--- src/rtl/fetch_pkg.sv ---
`default_nettype none
// ============================================================================
// Module      : fetch_pkg
// Description : Shared types and constants for the instruction fetch unit:
//               fetch FSM state encoding, buffer entry layout, default
//               reset PC and the base opcode constants seen by decode.
// Revision    : 1.0 - initial release
// ============================================================================
package fetch_pkg;

    // Fetch FSM states: REQ may issue, WAIT has one request in flight,
    // DROP swallows the response of a request made stale by a redirect.
    typedef enum logic [1:0] {
        S_REQ  = 2'd0,
        S_WAIT = 2'd1,
        S_DROP = 2'd2
    } fetch_state_e;

    // One buffered instruction: the fetched word and the address it came from.
    typedef struct packed {
        logic [31:0] word;
        logic [31:0] pc;
    } fetch_entry_t;

    localparam logic [31:0] DEFAULT_RESET_PC = 32'h0000_0000;

    localparam logic [6:0] OP_LOAD  = 7'b0000011;
    localparam logic [6:0] OP_STORE = 7'b0100011;
    localparam logic [6:0] OP_IMM   = 7'b0010011;
    localparam logic [6:0] OP_REG   = 7'b0110011;

endpackage
`default_nettype wire

--- src/rtl/fetch_buf.sv ---
`default_nettype none
// ============================================================================
// Module      : fetch_buf
// Description : Small instruction FIFO between the fetch FSM and decode.
//               Push and pop in the same cycle keep occupancy unchanged;
//               flush empties the buffer and wins over push and pop.
// Revision    : 1.0 - initial release
// ============================================================================
module fetch_buf
    import fetch_pkg::*;
#(
    parameter int DEPTH = 2
) (
    input  logic         clk,
    input  logic         rst_n,
    input  logic         push,
    input  fetch_entry_t pushData,
    input  logic         pop,
    input  logic         flush,
    output fetch_entry_t headData,
    output logic         full,
    output logic         empty
);

    localparam int PTR_W = (DEPTH > 1) ? $clog2(DEPTH) : 1;
    localparam int CNT_W = $clog2(DEPTH + 1);

    fetch_entry_t       r_mem [DEPTH];
    logic [PTR_W-1:0]   r_wrPtr;
    logic [PTR_W-1:0]   r_rdPtr;
    logic [CNT_W-1:0]   r_count;
    logic               w_doPush;
    logic               w_doPop;

    assign full     = (r_count == CNT_W'(DEPTH));
    assign empty    = (r_count == '0);
    assign w_doPop  = pop & ~empty;
    // A push into a full buffer is accepted only when the head leaves this cycle.
    assign w_doPush = push & (~full | w_doPop);
    assign headData = r_mem[r_rdPtr];

    // Storage: cleared on reset so the head reads as all zeros afterwards.
    always_ff @(posedge clk or negedge rst_n) begin
        if (!rst_n) begin
            for (int i = 0; i < DEPTH; i++) begin
                r_mem[i] <= '0;
            end
        end else if (w_doPush && !flush) begin
            r_mem[r_wrPtr] <= pushData;
        end
    end

    // Pointers and occupancy; flush discards everything in one cycle.
    always_ff @(posedge clk or negedge rst_n) begin
        if (!rst_n) begin
            r_wrPtr <= '0;
            r_rdPtr <= '0;
            r_count <= '0;
        end else if (flush) begin
            r_wrPtr <= '0;
            r_rdPtr <= '0;
            r_count <= '0;
        end else begin
            if (w_doPush) begin
                r_wrPtr <= r_wrPtr + PTR_W'(1);
            end
            if (w_doPop) begin
                r_rdPtr <= r_rdPtr + PTR_W'(1);
            end
            if (w_doPush && !w_doPop) begin
                r_count <= r_count + CNT_W'(1);
            end else if (!w_doPush && w_doPop) begin
                r_count <= r_count - CNT_W'(1);
            end
        end
    end

endmodule
`default_nettype wire

--- src/rtl/instr_fetch.sv ---
`default_nettype none
// ============================================================================
// Module      : instr_fetch
// Description : Instruction fetch unit. Issues one word-aligned request at a
//               time to instruction memory, buffers returned words in a
//               2-entry FIFO toward decode, and restarts on redirect while
//               discarding any response made stale by it.
//               Optional feature macro IFETCH_PERF_CNT_EN adds output
//               perf_fetched, a free-running count of instructions popped
//               by decode.
// Revision    : 1.0 - initial release
// ============================================================================
module instr_fetch
    import fetch_pkg::*;
#(
    parameter logic [31:0] RESET_PC  = DEFAULT_RESET_PC,
    parameter int          BUF_DEPTH = 2
) (
    input  logic        clk,
    input  logic        rst_n,
    output logic        imem_req,
    output logic [31:0] imem_addr,
    input  logic        imem_gnt,
    input  logic        imem_rvalid,
    input  logic [31:0] imem_rdata,
    input  logic        redirect_valid,
    input  logic [31:0] redirect_pc,
    output logic        instr_valid,
    input  logic        instr_ready,
    output logic [31:0] instr,
    output logic [31:0] instr_pc,
    output logic [6:0]  opcode
`ifdef IFETCH_PERF_CNT_EN
    ,
    output logic [31:0] perf_fetched
`endif
);

    fetch_state_e r_state;
    fetch_state_e w_nextState;
    logic [31:0]  r_fetchPc;
    logic [31:0]  r_reqPc;
    logic         w_grant;
    logic         w_push;
    logic         w_pop;
    logic         w_full;
    logic         w_empty;
    fetch_entry_t w_pushData;
    fetch_entry_t w_head;
    logic         w_unusedRedirLow;

    // Redirect targets are forced to word alignment; the low bits are ignored.
    assign w_unusedRedirLow = ^redirect_pc[1:0];

    assign w_grant = imem_req & imem_gnt;
    // Redirect outranks any push or pop happening in the same cycle.
    assign w_push  = (r_state == S_WAIT) & imem_rvalid & ~redirect_valid;
    assign w_pop   = instr_valid & instr_ready & ~redirect_valid;

    assign w_pushData.word = imem_rdata;
    assign w_pushData.pc   = r_reqPc;

    fetch_buf #(
        .DEPTH    (BUF_DEPTH)
    ) u_fetchBuf (
        .clk      (clk),
        .rst_n    (rst_n),
        .push     (w_push),
        .pushData (w_pushData),
        .pop      (w_pop),
        .flush    (redirect_valid),
        .headData (w_head),
        .full     (w_full),
        .empty    (w_empty)
    );

    assign instr_valid = ~w_empty;
    assign instr       = w_head.word;
    assign instr_pc    = w_head.pc;
    assign opcode      = w_head.word[6:0];
    assign imem_addr   = r_fetchPc;

    // FSM state register.
    always_ff @(posedge clk or negedge rst_n) begin
        if (!rst_n) begin
            r_state <= S_REQ;
        end else begin
            r_state <= w_nextState;
        end
    end

    // FSM next-state logic.
    always_comb begin
        w_nextState = r_state;
        case (r_state)
            S_REQ: begin
                if (redirect_valid) begin
                    // A request granted alongside the redirect will still answer.
                    w_nextState = w_grant ? S_DROP : S_REQ;
                end else if (w_grant) begin
                    w_nextState = S_WAIT;
                end
            end
            S_WAIT: begin
                if (redirect_valid) begin
                    // If the stale response lands in the redirect cycle it is
                    // already discarded, so there is nothing left to drop.
                    w_nextState = imem_rvalid ? S_REQ : S_DROP;
                end else if (imem_rvalid) begin
                    w_nextState = S_REQ;
                end
            end
            S_DROP: begin
                if (imem_rvalid) begin
                    w_nextState = S_REQ;
                end
            end
            default: begin
                w_nextState = S_REQ;
            end
        endcase
    end

    // FSM outputs: request only in REQ with buffer space, never during reset.
    always_comb begin
        imem_req = rst_n & (r_state == S_REQ) & ~w_full;
    end

    // Fetch address: redirect restarts it, a grant advances it by one word.
    always_ff @(posedge clk or negedge rst_n) begin
        if (!rst_n) begin
            r_fetchPc <= RESET_PC;
        end else if (redirect_valid) begin
            r_fetchPc <= {redirect_pc[31:2], 2'b00};
        end else if (w_grant) begin
            r_fetchPc <= r_fetchPc + 32'd4;
        end
    end

    // Address of the outstanding request, tagged onto its returning word.
    always_ff @(posedge clk or negedge rst_n) begin
        if (!rst_n) begin
            r_reqPc <= '0;
        end else if (w_grant && !redirect_valid) begin
            r_reqPc <= r_fetchPc;
        end
    end

`ifdef IFETCH_PERF_CNT_EN
    logic [31:0] r_perfFetched;

    // Count instructions handed to decode; wraps naturally at 2^32.
    always_ff @(posedge clk or negedge rst_n) begin
        if (!rst_n) begin
            r_perfFetched <= '0;
        end else if (w_pop) begin
            r_perfFetched <= r_perfFetched + 32'd1;
        end
    end

    assign perf_fetched = r_perfFetched;
`endif

endmodule
`default_nettype wire
--- config.mk ---
export PLATFORM = sky130hd
export DESIGN_NAME = instr_fetch
export DESIGN_NICKNAME = d
export VERILOG_FILES = /design/src/rtl/fetch_pkg.sv /design/src/rtl/fetch_buf.sv /design/src/rtl/instr_fetch.sv
export SDC_FILE = /design/constraint.sdc
export NUM_CORES = 1
export LEC_CHECK = 0
export ABC_AREA = 1
export CORE_UTILIZATION = 42
export CTS_BUF_LIST = sky130_fd_sc_hd__clkbuf_4 sky130_fd_sc_hd__clkbuf_8
export DETAILED_ROUTE_END_ITERATION = 8
export PLACE_DENSITY = 0.66
export SETUP_SLACK_MARGIN = 0.02
export SYNTH_ARGS = -nofsm -noshare
export SYNTH_HDL_FRONTEND = slang
export SYNTH_SLANG_ARGS = --single-unit
--- constraint.sdc ---
create_clock -name clk -period 1.6 [get_ports clk]
set_input_delay 0.16 -clock clk [delete_from_list [all_inputs] [get_ports clk]]
set_output_delay 0.16 -clock clk [all_outputs]
set_load 0.02 [all_outputs]
# == Word-level counts from Yosys, hierarchy flattened ==
# Index checks and enable logic that the tools add are counted.
# op_classes
n_addsub,5
mul,0
div,0
order_cmp,3
n_eq_ne,4
n_shift,0
mux,22
bitwise,15
reduce_logical,14
# ops
op,n
2-to-1 mux 64 bit,4
bitwise mux 128 bit,1
demux 64 bit (select 1 bit),1
2-to-1 mux 32 bit,2
"adder 32 x 3 -> 32 bit, second input constant",1
2-to-1 mux 2 bit,9
AND 1 bit,9
case mux 2 bit (3 select lines),1
nonzero test 2 bit,3
logical AND 1 bit,5
"equality test 2 bit, second input constant",2
"greater-or-equal comparator 2 bit, second input constant",2
logical NOT 2 bit,2
2-to-1 mux 1 bit,4
NOT 1 -> 2 bit,2
logical NOT 1 bit,3
"inequality test 3 bit, second input constant",1
NOT 1 bit,3
nonzero test 3 bit,1
"adder 1 bit, second input constant",2
"adder 2 x 1 -> 2 bit, second input constant",1
"equality test 2 x 1 -> 1 bit, second input constant",1
"< comparator 2 x 1 -> 1 bit, second input constant",1
"subtractor 2 x 1 -> 2 bit, second input constant",1
OR 1 bit,1
# word_totals
ff_bits,198
latchBits,0
mem_bits_rw,0
rom_bits,0
inputBits,70
word_cells,73
memories,0

# == Logic depth before layout (Yosys ltp) ==
# logic_depth
ltp_word,12
ltp_mapped,10

# == Hierarchy ==
# A second synthesis with hierarchy kept.
# unflattened
cells_unflattened,1200
area_unflattened_um2,9626.7
# by_module_without_submodules
mod,n_inst,cells_per_inst,area_each_um2,seq_area_each_um2
fetch_buf,1,723,6079.6,3303.2
instr_fetch,1,477,3547.2,1551.5

# == Worst setup path before layout ==
# OpenSTA, ideal clock, no wires.
# synth_path
path_kind,reg-to-output
startpoint,register u_fetchBuf.r_rdPtr
endpoint,output port opcode[0]
t_arrival_ns,1.560
required_ns,1.440
slack_ns,-0.120
path_stages_with_launch,7
path_buffers,4
cell_sequence,dfrtp_1 > buf_2 > clkbuf_1 > clkbuf_1 > nand2_1 > o21ai_0 > buf_4
# synth_via
elab_chain_len,4
# synth_lines
element,line,text
"start, declared",fetch_buf.sv:30,logic [PTR_W-1:0] r_rdPtr;
"start signal, assigned",fetch_buf.sv:68,r_rdPtr <= r_rdPtr + PTR_W'(1);
NOT 1 -> 2 bit (implied by the code),fetch_buf.sv:40,assign headData = r_mem[r_rdPtr];
2-to-1 mux 64 bit (implied by the code) (3 in a row),fetch_buf.sv:40,
"end, declared",instr_fetch.sv:32,output logic [6:0] opcode
# Every way passes these cells. The select of a mux whose other input is x is not followed.

# == Final worst setup path ==
# layout_path
startpoint,register u_fetchBuf.r_rdPtr
endpoint,output port opcode[4]
# The elaborated chain is that of the path after synthesis.

==> impl_metrics.json <==
{
  "grt_usage_pct": 21.89,
  "crit_start": "u_fetchBuf.r_rdPtr",
  "syn_area_per_cell_um2": 8.061,
  "synthTopCellsByArea": "dfrtp_1, nand2_1, o21ai_0, inv_1, nand3_1",
  "cp.arrival_ns": 1.65,
  "min_path_type": "in -> reg",
  "yosysMostFrequentCell": "nand2_1",
  "cts_max_level": 4,
  "synth_cell_types": 36,
  "worst_pin_slew_ns": 0.5266,
  "dieArea_um2": 23040,
  "stdcell_area_um2": 14140,
  "swShare_pct": 41.26,
  "slew_viol_final": 0,
  "power.leakage_nw": 6.935,
  "startpoint_type": "flip-flop",
  "final_cells": 1705,
  "hpwl_um": 16600,
  "drt_iter0_drc": 528,
  "vdd_drop_max_mv": 0.5758,
  "worstPathMaxFanout": 27,
  "synthXorXnorAreaFrac_pct": 0.8365,
  "path_class": "reg -> out",
  "holdPathEnd": "imem_addr[3]",
  "final.setup_skew_ns": 0.01734,
  "path_cells": "buf_12 -> buf_12 -> o21ai_2 -> buf_4",
  "grt_pass1_vias": 7837,
  "syn_to_final_growth_pct": 50.10,
  "worst_path_most_repeated_cell": "buf_12",
  "p_int_mw": 12.16,
  "worstSetupEndpointType": "output port",
  "die_h_um": 151.8,
  "crit_slowest_cell": "dfrtp_4",
  "timing.final.crit_share_pct": 113.2,
  "vias": 8891,
  "cts_num_sinks": 190,
  "async_reset_ff_share_pct": 100.0,
  "rr_endpoint": "imem_addr[22]",
  "reg2reg_slack_ns": -0.08,
  "synth_edf_count": 0,
  "status": "finished, violations left",
  "die_w_um": 151.8,
  "reg2regPathDepth": 9,
  "place_congestion": 0.8563,
  "clk_pin_slew_ns": 0.11,
  "synth_top_family_by_area": "simple AND/OR/NAND/NOR gates",
  "p_clk_share_pct": 15.5,
  "synthSimpleGateAreaFrac_pct": 23.04,
  "syn_area_um2": 9423,
  "violations": "negative setup slack",
  "reg2reg_from": "r_state[1]",
  "drc": 0,
  "ant_nets": 0,
  "cp.required_ns": 1.44,
  "hold_violations": 0,
  "row_count": 54,
  "grt_setup_unrepaired": "true",
  "post_drt_wl_per_cell_um": 17.12,
  "root_buffer": "clkbuf_8",
  "drive_above_1_share_pct": 36.21,
  "port-buffer-count": 168,
  "start_util_pct": 43.04,
  "post_drt_via_cell_ratio": 5.215,
  "io_pins": 175,
  "ys_warn_count": 0,
  "synth_top_area_cell": "dfrtp_1",
  "whs_path_depth": 3,
  "ys_seq_elements": 190,
  "final_util_pct": 64.61,
  "drv_cap": 0,
  "cts_tree": "done",
  "grt_max_degree": 97,
  "grt_pass1_wl_um": 39140,
  "clock_latency_ns": 0.47,
  "synth_common_cells": "nand2_1, dfrtp_1, o21ai_0",
  "cts_buffers": 17,
  "synth_fa_ha_area_share_pct": 0.1328,
  "crit_buf_inv": 3,
  "p_comb_share_pct": 46.9,
  "crit_family": "flip-flops",
  "slowest_delay_ns": 0.54,
  "muxShareOfSynthArea_pct": 0,
  "fmax_mhz": 552.0,
  "cts_buffer_depth": 2,
  "place_inst": 1612,
  "first_pass_iters": 5,
  "synth_top_area_share_pct": 50.46,
  "overflow": 0,
  "synth_cells": 1169,
  "synth_ff_type": "dfrtp_1",
  "p_sw_mw": 8.542,
  "diodes": 0,
  "hold_start": "redirect_pc[3]",
  "p_seq_share_pct": 37.6,
  "worst_slack_ns": -0.2115,
  "routed_wl_um": 29190,
  "finalCriticalPeriod_ns": 1.812,
  "synth_compound_area_share_pct": 14.90,
  "power_density_nw_per_um2": 1464,
  "core_um2": 21890,
  "finalSetupViolCount": 111,
  "max_slew_margin_pct": 64.89,
  "dpl-instance-area_um2": 11690,
  "nets": 1483,
  "antenna_found_initial": 0,
  "seq_area_frac_synth_pct": 50.46
}
## flip-flops by register name (all words and copies together), names as in the netlist
register            count
u_fetchBuf.r_count      2
u_fetchBuf.r_rdPtr      1
imem_addr              30
r_state                 2
u_fetchBuf.r_wrPtr      1
r_reqPc                30
u_fetchBuf.r_mem      124
## stage by stage
stage	setup TNS (ns)	setup slack, ns	power [mW]	hold WS, ns
6_report	-9.634	-0.2115	20.70	0.2517
5_1_grt	-22.16	-0.2880	21.96	0.2347
4_1_cts	-11.73	-0.2586	18.96	0.2223
2_1_floorplan	-0.003210	-0.003210	12.19	-0.1356
3_5_place_dp	-29.72	-0.2036	16.08	0.3242
3_3_place_gp	-24.82	-0.2179	15.90	0.3238
## routing by layer
metal	GRT usage (%)	wire, um	up-vias
met5	0	0	-
met4	5.000	296	0
met3	3.922	1850	27
met2	34.14	14470	324
met1	31.59	12580	4336
li1	-	-	4204
## how the worst max path moves through the flow
stage                                  to  slack, ns  cells after the start
floorplan                       opcode[0]     -0.003                      6
global placement                instr[25]      -0.22                      3
detailed placement  u_fetchBuf.r_mem[115]      -0.20                      9
CTS                          instr_pc[22]      -0.26                      4
global route                     instr[8]      -0.29                      4
finish                          opcode[4]      -0.21                      4
## area by class of cell
cell class                 instances  area [um2]
timing repair buffer             295        3363
fill                            1783        7747
tap                              280       350.3
clock inverter                    14       146.4
sequential                       190        4767
multi-input combinational        771        4737
inverter                         137       531.8
clock buffer                      18       247.7
## power groups by stage
stage | registers [mW] | clock network [mW] | logic (mW)
3_3_place_gp | 7.52 | 0 | 8.38
6_report | 7.78 | 3.21 | 9.71
5_1_grt | 7.97 | 3.50 | 10.5
2_1_floorplan | 7.45 | 0 | 4.75
4_1_cts | 7.47 | 3.27 | 8.21
3_5_place_dp | 7.57 | 0 | 8.51
## cell usage in the layout, fill, tap and decap left out, types with 3 or more instances in the layout
master,netlist,layout
a21oi_1,14,3
a21oi_2,0,10
buf_12,0,24
buf_2,14,6
buf_4,15,95
buf_6,14,33
buf_8,2,14
clkbuf_16,0,23
clkbuf_8,0,19
clkdlybuf4s15_1,0,3
clkdlybuf4s50_1,0,66
clkinv_4,0,3
conb_1,1,4
dfrtp_1,190,182
dfrtp_2,0,7
dlygate4sd2_1,0,25
inv_1,134,132
inv_2,2,3
inv_6,1,7
nand2_1,367,265
nand2_2,10,69
nand2_4,2,45
nand3_1,72,50
nand3_2,2,18
nand3_4,0,6
nand4_1,5,5
nor2_1,37,16
nor2_2,10,10
nor2_4,3,24
nor3_1,5,3
o211ai_1,9,9
o21a_1,13,13
o21ai_0,143,62
o21ai_1,23,58
o21ai_2,36,80
xor2_1,8,8
## worst reg2reg max path: stages (launching register included)
cell and delay [ns]:
dfrtp_1 0.43, nor2_2 0.15, nand2_2 0.09, nor2_4 0.15
nand3_4 0.19, buf_12 0.21, buf_6 0.12, nor2_4 0.12
nand2_1 0.07, nand3_1 0.08
## logic make-up (layout without fill, tap and decap cells)
| family | after synthesis | in the layout |
|---|---|---|
| AOI/OAI and AO/OA | 241 | 241 |
| xor gates and xnor gates | 9 | 9 |
| adders and majority gates | 1 | 1 |
| buffers and inverters | 211 | 464 |
| DFF | 190 | 190 |
| other | 1 | 4 |
| and+or+nand+nor | 516 | 516 |
## what timing repair did
action,4_1_cts,5_1_grt
gates cloned,1,37
endpoints found under the hold margin,190,0
hold buffers,1,0
pin swaps,3,43
gates resized for setup,475,386
endpoints found under the setup margin,108,255
buffers inserted,2,20
(Power assumes the default switching activity.)
